## src/rtl/cpu10_pkg.sv

```systemverilog
// cpu10_pkg: shared definitions for the 10-bit CPU execute stage.
//   CPU_W       : datapath width
//   alu_op_e    : ALU operation encodings (ALU_ADD .. ALU_HALT, plus reserved)
//   idex_t      : decode->execute pipeline register contents
//   exwb_t      : execute->memory/writeback pipeline register contents
package cpu10_pkg;

    localparam int CPU_W = 10;

    typedef enum logic [2:0] {
        ALU_ADD  = 3'b000,
        ALU_SUB  = 3'b001,
        ALU_SLT  = 3'b010,
        ALU_NAND = 3'b011,
        ALU_SLR  = 3'b100,
        ALU_SLL  = 3'b101,
        ALU_HALT = 3'b110,
        ALU_RSVD = 3'b111
    } alu_op_e;

    typedef struct packed {
        logic             valid;
        logic [CPU_W-1:0] op_a;
        logic [CPU_W-1:0] op_b;
        alu_op_e          alu_ctrl;
        logic [2:0]       rd;
        logic             reg_we;
        logic             mem_we;
        logic             mem_re;
        logic [CPU_W-1:0] store_data;
    } idex_t;

    typedef struct packed {
        logic             valid;
        logic [CPU_W-1:0] result;
        logic [CPU_W-1:0] store_data;
        logic [2:0]       rd;
        logic             reg_we;
        logic             mem_we;
        logic             mem_re;
    } exwb_t;

    // A bubble is valid=0 with every enable low; data fields are cleared too.
    localparam idex_t IDEX_BUBBLE = '0;
    localparam exwb_t EXWB_BUBBLE = '0;

endpackage

```

## src/rtl/cpu10_alu.sv

```systemverilog
// cpu10_alu: purely combinational 10-bit ALU.
//   a_i, b_i    : operands
//   ctrl_i      : operation select (alu_op_e)
//   result_o    : result, mod 2^CPU_W
//   halt_o      : high for the HALT operation
module cpu10_alu
    import cpu10_pkg::*;
(
    input  logic [CPU_W-1:0] a_i,
    input  logic [CPU_W-1:0] b_i,
    input  alu_op_e          ctrl_i,
    output logic [CPU_W-1:0] result_o,
    output logic             halt_o
);

    logic [3:0] shamt;
    logic       shamt_oor;

    assign shamt     = b_i[3:0];
    // Shift amounts past the word width produce 0 rather than wrapping.
    assign shamt_oor = (shamt >= 4'(CPU_W));

    always_comb begin
        // NOTE: defaults assigned up front so no path through the case can infer a latch.
        result_o = '0;
        halt_o   = 1'b0;
        unique case (ctrl_i)
            ALU_ADD:  result_o = a_i + b_i;
            ALU_SUB:  result_o = a_i - b_i;
            ALU_SLT:  result_o = {{(CPU_W-1){1'b0}}, ($signed(a_i) < $signed(b_i))};
            ALU_NAND: result_o = ~(a_i & b_i);
            ALU_SLR:  result_o = shamt_oor ? '0 : (a_i >> shamt);
            ALU_SLL:  result_o = shamt_oor ? '0 : (a_i << shamt);
            ALU_HALT: halt_o   = 1'b1;
            ALU_RSVD: result_o = '0;
            default:  result_o = '0;
        endcase
    end

endmodule

```

## src/rtl/cpu10_ex_pipe.sv

```systemverilog
// cpu10_ex_pipe: execute stage of the 10-bit pipelined CPU.
// Holds the ID/EX register, the ALU and the EX/WB register, plus the sticky
// halt flag.
//   clk, rst          : clock, asynchronous active-high reset
//   id_*              : decoded instruction and stall/flush controls
//   ex_result         : combinational ALU result of the instruction in EX
//   wb_*              : registered EX/WB contents (result doubles as RAM address)
//   halted            : sticky halt flag, cleared only by rst
// W must equal cpu10_pkg::CPU_W; the pipeline structs are sized from it.
module cpu10_ex_pipe
    import cpu10_pkg::*;
#(
    parameter int W = CPU_W
) (
    input  logic         clk,
    input  logic         rst,
    input  logic         id_valid,
    input  logic         id_stall,
    input  logic         id_flush,
    input  logic [W-1:0] id_op_a,
    input  logic [W-1:0] id_op_b,
    input  logic [2:0]   id_alu_ctrl,
    input  logic [2:0]   id_rd,
    input  logic         id_reg_we,
    input  logic         id_mem_we,
    input  logic         id_mem_re,
    input  logic [W-1:0] id_store_data,
    output logic [W-1:0] ex_result,
    output logic         wb_valid,
    output logic [W-1:0] wb_result,
    output logic [W-1:0] wb_store_data,
    output logic [2:0]   wb_rd,
    output logic         wb_reg_we,
    output logic         wb_mem_we,
    output logic         wb_mem_re,
    output logic         halted
);

    idex_t            idex_q, idex_d;
    exwb_t            exwb_q, exwb_d;
    logic             halted_q, halted_d;
    logic [CPU_W-1:0] alu_result;
    logic             alu_halt;

    cpu10_alu u_alu (
        .a_i      (idex_q.op_a),
        .b_i      (idex_q.op_b),
        .ctrl_i   (idex_q.alu_ctrl),
        .result_o (alu_result),
        .halt_o   (alu_halt)
    );

    // ID/EX next state: flush beats stall; a halted CPU only takes bubbles.
    always_comb begin
        idex_d = idex_q;
        if (id_flush || halted_q) begin
            idex_d = IDEX_BUBBLE;
        end else if (!id_stall) begin
            idex_d.valid      = id_valid;
            idex_d.op_a       = id_op_a;
            idex_d.op_b       = id_op_b;
            idex_d.alu_ctrl   = alu_op_e'(id_alu_ctrl);
            idex_d.rd         = id_rd;
            idex_d.reg_we     = id_reg_we & id_valid;
            idex_d.mem_we     = id_mem_we & id_valid;
            idex_d.mem_re     = id_mem_re & id_valid;
            idex_d.store_data = id_store_data;
        end
    end

    // EX/WB next state: a stall (without flush) drains a bubble into WB.
    always_comb begin
        exwb_d = EXWB_BUBBLE;
        if (!halted_q && !(id_stall && !id_flush)) begin
            exwb_d.valid      = idex_q.valid;
            exwb_d.result     = alu_result;
            exwb_d.store_data = idex_q.store_data;
            exwb_d.rd         = idex_q.rd;
            exwb_d.reg_we     = idex_q.reg_we & idex_q.valid;
            exwb_d.mem_we     = idex_q.mem_we & idex_q.valid;
            exwb_d.mem_re     = idex_q.mem_re & idex_q.valid;
        end
    end

    // Evaluated on the current ID/EX contents, so a concurrent flush cannot mask it.
    assign halted_d = halted_q | (idex_q.valid & alu_halt);

    // NOTE: sequential state uses non-blocking assignments so every register samples pre-edge values.
    always_ff @(posedge clk or posedge rst) begin
        if (rst) begin
            idex_q   <= IDEX_BUBBLE;
            exwb_q   <= EXWB_BUBBLE;
            halted_q <= 1'b0;
        end else begin
            idex_q   <= idex_d;
            exwb_q   <= exwb_d;
            halted_q <= halted_d;
        end
    end

    assign ex_result     = alu_result;
    assign wb_valid      = exwb_q.valid;
    assign wb_result     = exwb_q.result;
    assign wb_store_data = exwb_q.store_data;
    assign wb_rd         = exwb_q.rd;
    assign wb_reg_we     = exwb_q.reg_we & exwb_q.valid & ~halted_q;
    assign wb_mem_we     = exwb_q.mem_we & exwb_q.valid & ~halted_q;
    assign wb_mem_re     = exwb_q.mem_re & exwb_q.valid & ~halted_q;
    assign halted        = halted_q;

endmodule

```

## config.mk

```make
export PLATFORM = sky130hd
export DESIGN_NAME = cpu10_ex_pipe
export DESIGN_NICKNAME = d
export VERILOG_FILES = /design/src/rtl/cpu10_pkg.sv /design/src/rtl/cpu10_alu.sv /design/src/rtl/cpu10_ex_pipe.sv
export SDC_FILE = /design/constraint.sdc
export NUM_CORES = 1
export LEC_CHECK = 0
export CAP_MARGIN = 20
export CORE_UTILIZATION = 49
export CTS_BUF_LIST = sky130_fd_sc_hd__clkbuf_4 sky130_fd_sc_hd__clkbuf_8 sky130_fd_sc_hd__clkbuf_16
export CTS_CLUSTER_DIAMETER = 80
export DETAILED_ROUTE_END_ITERATION = 6
export PLACE_DENSITY = 0.85
export SETUP_SLACK_MARGIN = 0.5
export SYNTH_ARGS = -nofsm -noshare
export SYNTH_HDL_FRONTEND = slang
export SYNTH_HIERARCHICAL = 1
export SYNTH_SLANG_ARGS = --single-unit
export TNS_END_PERCENT = 5
```

## constraint.sdc

```tcl
create_clock -name clk -period 2.5 [get_ports clk]
set_clock_uncertainty 0.15 [all_clocks]
set_input_delay 0.25 -clock clk [delete_from_list [all_inputs] [get_ports clk]]
set_output_delay 0.25 -clock clk [all_outputs]
set_load 0.02 [all_outputs]
```

==> flow_summary.json, run 1 <==
{
  "p_leak_nw": 3.198,
  "dr.first_iter.drc_count": 339,
  "worstSetupEndpointType": "output port",
  "yosys.area_share.simple_pct": 18.01,
  "slew_viol_final": 0,
  "critical_path.most_common_cell": "buf_4",
  "fp.dieW_um": 100.1,
  "placement.cell_area_um2": 6156,
  "yosysTopAreaCell": "dfrtp_1",
  "async_reset_ff_share_pct": 100.0,
  "grt_pass1_wl_um": 22310,
  "layout.cells.most_common_list": "buf_4, dfrtp_1, clkdlybuf4s50_1, nor2_1, mux2i_1",
  "post_synth_inst_count": 488,
  "final_area_um2": 6570,
  "period_share_pct": 125.9,
  "post-synth-top-area-fraction_pct": 36.12,
  "cp.required_ns": 2.10,
  "finalHoldViolations": 0,
  "main_combinational_cell_family_by_area_after_synthesis": "simple AND/OR/NAND/NOR gates",
  "worst-r2r-setup-slack_ns": -0.17,
  "detail_route.first_pass.iterations": 5,
  "buffer_ports.inserted": 81,
  "die_height_um": 100.1,
  "route.final.wire_length_um": 14340,
  "crit_path_top_delay_cell": "mux4_2",
  "drt-vias-per-instance": 5.606,
  "number_of_antenna_violations_at_the_first_check_in_global_routing": 0,
  "post-layout-total-power_mw": 3.386,
  "cts_num_sinks": 68,
  "clk_pin_slew_worst_paths_ns": 0.10,
  "synth_warnings": 6,
  "total_buffers_and_inverters_traversed_by_the_critical_path": 5,
  "row_count": 35,
  "hold_path_class": "in2async",
  "clock_insertion_delay_worst_skew_ns": 0.36,
  "final_critical_path_setup_slack_ns": -0.6475,
  "setup_violations": 13,
  "fin_tns_setup_ns": -4.780,
  "tritoncts": "yes",
  "layout_min_cycle_time_ns": 3.147,
  "fill_cells": 717,
  "placeableCoreArea_um2": 9284,
  "post_synthesis_mux_area_share_pct": 13.73,
  "sequential_cell_area_um2": 1704,
  "status": "finished, violations left",
  "syn_area_um2": 4711,
  "synth_xor_xnor_area_share_pct": 1.116,
  "worstPathCellList": "buf_4, buf_4, buf_4, mux4_2, or2_0, o31a_1, a221oi_2, buf_4, o21ai_1, buf_2",
  "setup_repair_after_global_routing_missed_its_margin": "true",
  "vias": 4328,
  "synth_flop_cell": "dfrtp_1",
  "synth.top_cells.by_area": "dfrtp_1, mux2i_1, ha_1",
  "grt_usage_pct": 29.49,
  "worst_slew_margin_rel_pct": 66.42,
  "grt_overflow_total": 0,
  "failed_checks": "negative setup slack",
  "arrival_ns": 2.75,
  "worstPathMaxFanout": 5,
  "synth-seq-area-share_pct": 36.12,
  "route.detailed.wl_per_inst_um": 18.58,
  "cts_made_buffers": 9,
  "synth.ff_latch_count": 68,
  "hpwlAfterDp_um": 10710,
  "post_drt_antenna_nets": 0,
  "floorplan.initialDensity_pct": 50.74,
  "num_io_pins": 82,
  "maxClockFrequency_mhz": 317.7,
  "fin_nets": 705,
  "ir_worst_vdd_mv": 0.2411,
  "syn_to_final_growth_pct": 39.47,
  "die_area_um2": 10010,
  "grt_start_max_net_pins": 41,
  "mostFrequentLayoutCell": "buf_4",
  "number_of_global_route_vias_before_repair": 4243,
  "drc_errors": 0,
  "dpl.cell_count": 746,
  "postSynthNetCount": 555,
  "clock_tree.buffer_depth": 2,
  "synth.avg_cell_area_um2": 9.653,
  "synth_cell_types": 60,
  "critical_path.max_stage_delay_ns": 0.48,
  "finalWeightedCongestion": 1.024,
  "maximum_level_of_the_cts_h_tree": 3,
  "worstSetupPathType": "reg2out",
  "number_of_diodes_added_for_antenna_fixing": 0,
  "worstRegToRegCells": 9,
  "critPathTopFamily": "buffers and inverters",
  "power.density_cell_area_nw_per_um2": 515.3,
  "multi_input_area_um2": 2720,
  "post_route_non_filler_standard_cell_count": 772,
  "timing.rr.start": "idex_q[30]",
  "complex_gate_fraction_of_the_synthesized_area_pct": 14.32,
  "regToRegEndpoint": "wb_result[9]",
  "clock-root-buffer": "clkbuf_8",
  "max_cap_violations": 0,
  "drive_gt1_share_pct": 30.33,
  "timing.critical_path.from_type": "flop",
  "tightestPinTransition_ns": 0.5037,
  "hold_buffers": 0,
  "synth-edff-count": 0,
  "area_share_of_fa_ha_maj_cells_after_synthesis_pct": 6.428
}
-- synthesized netlist by cell type (all sizes together) (5+ instances only) --
library cell and count:
dfrtp 68, nor2 58, mux2i 50, buf 46
and3b 24, inv 24, ha 21, nand2 21
o21ai 20, a21oi 19, clkbuf 10, nand2b 8
nand3 7, a31oi 6, and3 6, o211ai 6
a21o 5, mux4 5, nand3b 5, nor2b 5
o21a 5
-- cell families after synthesis --
kind of cell,count (synthesis)
adder cells (fa/ha/maj),23
AO/OA/AOI/OAI,98
flip-flops,68
buffers and inverters,80
multiplexers,58
XOR/XNOR,6
AND/OR/NAND/NOR,155
-- routing by layer --
layer | GRT usage [%] | part of all wire [%] | wire length (µm) | vias to the layer above
met2 | 48.38 | 48 | 6888 | 188
met1 | 39.35 | 44 | 6252 | 2098
met5 | 0 | 0 | 0 | -
met4 | 12.49 | 2.8 | 401 | 0
met3 | 4.039 | 5.6 | 799 | 31
li1 | - | - | - | 2011
-- where the power goes --
| part | switching [mW] | internal (mW) | leakage (nW) |
|---|---|---|---|
| Sequential | 0.0428 | 1.18 | 0.903 |
| Clock | 0.515 | 0.475 | 0.0973 |
| Combinational | 0.605 | 0.573 | 2.20 |
-- layout make-up --
type	count	area share, %
Tap cell	129	2.457
Clock buffer	9	1.885
Timing Repair Buffer	195	25.54
Clock inverter	7	1.219
Multi-Input combinational cell	340	41.40
Sequential cell	68	25.94
Inverter	24	1.562
-- worst max path at each step --
stage,start,to,depth (start not counted)
detailed placement,idex_q[20],ex_result[7],8
floorplan,idex_q[20],wb_result[9],11
global placement,idex_q[20],ex_result[7],8
CTS,idex_q[30],ex_result[9],9
global route,idex_q[19],ex_result[8],10
finish,idex_q[29],ex_result[7],10
-- metrics by stage --
step | worst slack [ns] | utilization (%) | hold WS, ns
after CTS | -0.5551 | 69.57 | 0.01822
after floorplan | -0.1764 | - | 0.2530
after global placement | -0.6308 | 66.31 | 0.3467
final | -0.6475 | 70.77 | 0.009439
after detailed placement | -0.7286 | 66.31 | 0.3614
after global routing | -0.7308 | 70.77 | 0.03713
-- state kept, by name, indices dropped and copies added, names as in the netlist --
signal and count:
wb_valid 1, idex_q 40, wb_store_data 10, exwb_q 3, halted 1, wb_rd 3
wb_result 10
-- what timing repair did --
action | 4_1_cts | 5_1_grt
gates cloned | 0 | 0
hold endpoints to repair | 0 | 0
pin swaps | 9 | 12
endpoints found under the setup margin | 24 | 20
buffers inserted | 4 | 6
resized for setup | 69 | 18
(Power assumes the default switching activity.)
==> run 2: changes to the inputs <==
==> constraint.sdc (replaced) <==
create_clock -name clk -period 2.61 [get_ports clk]
set_clock_uncertainty 0.15 [all_clocks]
set_input_delay 0.3915 -clock clk [delete_from_list [all_inputs] [get_ports clk]]
set_output_delay 0.3915 -clock clk [all_outputs]
set_load 0.02 [all_outputs]
==> run 2 against run 1 <==
Compared with the run above: register-to-register slack improved by 0.20 ns; wire length down 0.97%; flip-flop and latch count did not move; critical path type unchanged; non-clock buffer count down 3; largest cell class unchanged; critical path depth down 1; via count down 0.21%; sequential power decreased by 4%; die area stayed put; combinational power fell by 5%; the run still ends with negative setup slack left; largest power group unchanged; global-route usage is 0.099 points higher.
==> flow_summary.json, run 2 (synthesized netlist as in run 1, its figures left out) <==
{
  "final_critical_path_setup_slack_ns": -0.5780,
  "comb_power_share_pct": 34.9,
  "fp.dieW_um": 100.1,
  "setup_violations": 10,
  "largest_register_ff_count": 40,
  "max_cap_violations": 0,
  "critPathTopFamily": "compound AO/OA/AOI/OAI gates",
  "critical_path.max_stage_delay_ns": 0.42,
  "row_count": 35,
  "fin_nets": 702,
  "worstSetupEndpointType": "output port",
  "tritoncts": "yes",
  "maxClockFrequency_mhz": 313.7,
  "number_of_antenna_violations_at_the_first_check_in_global_routing": 0,
  "dr.first_iter.drc_count": 279,
  "status": "finished, violations left",
  "seq_power_share_pct": 36.6,
  "cp.required_ns": 2.07,
  "number_of_diodes_added_for_antenna_fixing": 0,
  "worstPathMaxFanout": 4,
  "finalHoldViolations": 0,
  "clock-root-buffer": "clkbuf_8",
  "die_height_um": 100.1,
  "p_leak_nw": 3.180,
  "final_area_um2": 6509,
  "timing.critical_path.from_type": "flop",
  "timing.critical_path.depth": 9,
  "tightestPinTransition_ns": 0.5130,
  "period_share_pct": 122.1,
  "post_route_non_filler_standard_cell_count": 769,
  "worst-r2r-setup-slack_ns": 0.03,
  "num_io_pins": 82,
  "worstSetupPathType": "reg2out",
  "route.final.wire_length_um": 14200,
  "grt_overflow_total": 0,
  "met1_usage_pct": 39.48,
  "drt-vias-per-instance": 5.616,
  "worst_slew_margin_rel_pct": 65.80,
  "syn_to_final_growth_pct": 38.17,
  "drive_gt1_share_pct": 29.53,
  "cts_num_sinks": 68,
  "post-layout-total-power_mw": 3.191,
  "worstRegToRegCells": 9,
  "failed_checks": "negative setup slack",
  "largest_register": "idex_q",
  "crit_path_top_delay_cell": "dfrtp_1",
  "placeableCoreArea_um2": 9284,
  "timing.rr.start": "idex_q[30]",
  "vias": 4319,
  "regToRegEndpoint": "wb_result[9]",
  "grt.busiest_layer": "met2",
  "fin_util_pct": 70.11,
  "whs_ns": 0.2915,
  "finalWeightedCongestion": 0.9660,
  "route.detailed.wl_per_inst_um": 18.47,
  "drc_errors": 0,
  "fin_tns_setup_ns": -4.027,
  "hold_path_class": "in2async",
  "clk_pin_slew_worst_paths_ns": 0.09,
  "floorplan.initialDensity_pct": 50.74,
  "layout_min_cycle_time_ns": 3.188,
  "slew_viol_final": 0,
  "number_of_global_route_vias_before_repair": 4362,
  "die_area_um2": 10010,
  "p_sw_share_pct": 33.75,
  "power_report.internal_total_mw": 2.114,
  "arrival_ns": 2.65,
  "detail_route.first_pass.iterations": 6,
  "post_drt_antenna_nets": 0,
  "grt_usage_pct": 29.59,
  "maximum_level_of_the_cts_h_tree": 3,
  "grt_start_max_net_pins": 69,
  "ir_worst_vdd_mv": 0.3128,
  "clock_tree.buffer_depth": 2,
  "buffer_ports.inserted": 81,
  "dpl.cell_count": 748,
  "clockPowerShare_pct": 28.5,
  "cts_made_buffers": 9,
  "grt_pass1_wl_um": 22590,
  "hpwlAfterDp_um": 10560,
  "grt_use_met2_pct": 50.50,
  "net-switching-power_mw": 1.077,
  "mostFrequentLayoutCell": "buf_4",
  "fill_cells": 744,
  "grt.met3_usage_pct": 3.760,
  "placement.cell_area_um2": 6183,
  "layout.cells.most_common_list": "buf_4, dfrtp_1, clkdlybuf4s50_1, nor2_1, mux2i_1",
  "clock_insertion_delay_worst_skew_ns": 0.35,
  "total_buffers_and_inverters_traversed_by_the_critical_path": 2,
  "place_ws_ns": -0.7199,
  "worstPathCellList": "buf_4, ha_4, nand2b_4, a221oi_4, o21bai_1, a21o_1, a211o_1, a221o_1, buf_2",
  "setup_repair_after_global_routing_missed_its_margin": "true",
  "power.density_cell_area_nw_per_um2": 490.3
}
==> run 2: cell types whose count changed in the layout (fill, tap and decap cells not counted), sizes merged <==
| cell | change |
|---|---|
| clkbuf | -1 |
| clkinvlp | -1 |
| inv | -4 |
| clkdlybuf4s15 | -2 |
| clkinv | +5 |
==> run 2: worst max path at each step <==
stage	startpoint	end	slack (ns)
floorplan	idex_q[20]	ex_result[9]	-0.13
global placement	idex_q[20]	ex_result[7]	-0.67
detailed placement	idex_q[20]	ex_result[7]	-0.72
CTS	idex_q[19]	ex_result[8]	-0.57
global route	idex_q[29]	ex_result[8]	-0.72
finish	idex_q[30]	ex_result[9]	-0.58
==> run 2: area by class of cell <==
cell class | instances | area [µm²] | area share [%]
Clock buffer | 9 | 123.9 | 1.903
Multi-Input combinational cell | 340 | 2680 | 41.18
Tap cell | 129 | 161.4 | 2.480
Inverter | 24 | 101.3 | 1.557
Clock inverter | 7 | 75.07 | 1.153
Sequential cell | 68 | 1704 | 26.18
Timing Repair Buffer | 192 | 1663 | 25.55
==> run 2: power by group through the flow <==
stage / logic, mW / clock network (mW) / registers [mW]
global route: 1.19 / 0.961 / 1.18
finish: 1.12 / 0.909 / 1.17
CTS: 1.09 / 0.917 / 1.17
floorplan: 0.657 / 0 / 1.19
global placement: 1.06 / 0 / 1.18
detailed placement: 1.07 / 0 / 1.19
==> run 2: tightest hold or removal path, stage by stage <==
cell and delay (ns):
clkdlybuf4s50_1 0.41, inv_2 0.07, buf_12 0.32
==> run 2: per-layer routing <==
metal | wire length (µm) | up-vias
met5 | 0 | -
met4 | 351 | 0
met3 | 809 | 30
met2 | 6942 | 197
met1 | 6098 | 2092
li1 | - | 2000
==> run 2: timing repair <==
item	4_1_cts	5_1_grt
pin swaps	10	9
setup endpoints to repair	24	20
resized for setup	77	10
hold buffers	0	0
buffers inserted	3	2
hold endpoints to repair	0	0
==> run 3: changes to the inputs <==
--- a/config.mk
+++ b/config.mk
@@ -6,6 +6,7 @@
 export NUM_CORES = 1
 export LEC_CHECK = 0
 export CAP_MARGIN = 20
+export CORE_MARGIN = 2
 export CORE_UTILIZATION = 49
 export CTS_BUF_LIST = sky130_fd_sc_hd__clkbuf_4 sky130_fd_sc_hd__clkbuf_8 sky130_fd_sc_hd__clkbuf_16
 export CTS_CLUSTER_DIAMETER = 80
==> run 3 against run 2 <==
Compared with the run above: the flow still finishes with violations (negative setup slack); sequential share of layout area is 0.18 points lower; non-clock buffer count stayed put; flip-flop and latch count stayed put; first-iteration DRC count is 2.9% lower; largest cell class unchanged; largest power group unchanged; highest routed layer unchanged.
==> flow_summary.json, run 3 (synthesized netlist as in run 1, its figures left out) <==
{
  "fin_util_pct": 70.61,
  "clock_tree.buffer_depth": 2,
  "finalHoldViolations": 0,
  "multi_input_area_um2": 2730,
  "largest_register_ff_count": 40,
  "cts_num_sinks": 68,
  "drive_gt1_share_pct": 30.27,
  "hpwlAfterDp_um": 10910,
  "cts_made_buffers": 9,
  "worstSetupEndpointType": "output port",
  "status": "finished, violations left",
  "drt-vias-per-instance": 5.581,
  "floorplan.initialDensity_pct": 50.74,
  "mostFrequentLayoutCell": "buf_4",
  "buffer_ports.inserted": 81,
  "largest_register": "idex_q",
  "finalWeightedCongestion": 0.9645,
  "worstSetupPathType": "reg2out",
  "final_area_um2": 6555,
  "tightestPinTransition_ns": 0.4852,
  "number_of_antenna_violations_at_the_first_check_in_global_routing": 0,
  "fin_tns_setup_ns": -4.074,
  "power.density_cell_area_nw_per_um2": 489.3,
  "grt_overflow_total": 0,
  "timing.critical_path.from_type": "flop",
  "place_ws_ns": -0.6489,
  "num_io_pins": 82,
  "maximum_level_of_the_cts_h_tree": 3,
  "route.detailed.wl_per_inst_um": 18.81,
  "post_drt_antenna_nets": 0,
  "final_critical_path_setup_slack_ns": -0.5477,
  "cp.required_ns": 2.07,
  "detail_route.first_pass.iterations": 5,
  "layout.cells.most_common_list": "buf_4, dfrtp_1, clkdlybuf4s50_1, nor2_1, mux2i_1",
  "clock-root-buffer": "clkbuf_8",
  "number_of_diodes_added_for_antenna_fixing": 0,
  "tritoncts": "yes",
  "setup_repair_after_global_routing_missed_its_margin": "true",
  "drc_errors": 0,
  "maxClockFrequency_mhz": 316.7,
  "row_count": 35,
  "grt_start_max_net_pins": 69,
  "ir_worst_vdd_mv": 0.3020,
  "fp.dieW_um": 102.1,
  "placement.cell_area_um2": 6163,
  "placeableCoreArea_um2": 9284,
  "hold_path_class": "in2async",
  "vias": 4297,
  "arrival_ns": 2.62,
  "post-layout-total-power_mw": 3.208,
  "p_leak_nw": 3.170,
  "number_of_global_route_vias_before_repair": 4277,
  "worst_slew_margin_rel_pct": 67.66,
  "slew_viol_final": 0,
  "layout_min_cycle_time_ns": 3.158,
  "fin_nets": 703,
  "sequential_cell_area_um2": 1704,
  "clk_pin_slew_worst_paths_ns": 0.08,
  "setup_violations": 11,
  "grt_pass1_wl_um": 22950,
  "grt_usage_pct": 29.13,
  "die_area_um2": 10410,
  "worstPathMaxFanout": 3,
  "die_height_um": 102.1,
  "max_cap_violations": 0,
  "syn_to_final_growth_pct": 39.15,
  "period_share_pct": 121.0,
  "clock_insertion_delay_worst_skew_ns": 0.35,
  "route.final.wire_length_um": 14480,
  "failed_checks": "negative setup slack",
  "fill_cells": 733,
  "dr.first_iter.drc_count": 271
}
## run 3: repair_timing
action	4_1_cts	5_1_grt
pin swaps	16	2
gates cloned	1	0
endpoints found under the hold margin	0	0
gates resized for setup	82	6
setup buffers	6	0
hold buffers	0	0
endpoints found under the setup margin	24	20
## run 3: cell type report
| class | count | share of cell area, % |
|---|---|---|
| Inverter | 24 | 1.546 |
| Timing Repair Buffer | 192 | 25.23 |
| Tap cell | 129 | 2.462 |
| Multi-Input combinational cell | 340 | 41.65 |
| Timing Repair inverter | 1 | 0.07635 |
| Clock buffer | 9 | 1.890 |
| Clock inverter | 7 | 1.145 |
| Sequential cell | 68 | 26.00 |
## run 3: per-layer routing
metal / wire length (µm) / part of all wire, % / GRT usage, %
met5: 0 / 0 / 0
met4: 382 / 2.6 / 10.36
met3: 753 / 5.2 / 3.762
met2: 7170 / 50 / 48.53
met1: 6178 / 43 / 39.15
## run 3: where the power goes
part	internal (mW)	switching (mW)	leakage (nW)	total (mW)
registers	1.13	0.0399	0.903	1.17
clock network	0.447	0.457	0.104	0.904
logic	0.556	0.582	2.16	1.14
## run 3: worst paths after layout
path / startpoint / to / slack (ns) / depth (start not counted)
worst min-delay path: rst / idex_q[26] / 0.28 / 3
worst max-delay path: idex_q[30] / ex_result[9] / -0.55 / 9
worst min register to register: idex_q[13] / wb_rd[0] / 0.37 / 1
worst max register to register: idex_q[30] / wb_result[9] / -0.09 / 10
max in group asynchronous: rst / idex_q[31] / 1.70 / 3
min in group clk: idex_q[13] / wb_rd[0] / 0.37 / 1
## run 3: worst max-delay path, cell delays in order, from the launching register on
cell and delay [ns]:
dfrtp_1 0.41, buf_6 0.14, ha_4 0.23, nand2b_4 0.14, a221oi_2 0.26, o21bai_1 0.13, a21o_1 0.17, a211o_1 0.26
a221o_1 0.37, buf_6 0.15
## run 3: per-stage QoR
step	cells	hold WS, ns
2_1_floorplan	488	0.3316
3_3_place_gp	747	0.3469
3_5_place_dp	747	0.3588
4_1_cts	770	0.2938
5_1_grt	770	0.3159
6_report	770	0.2754
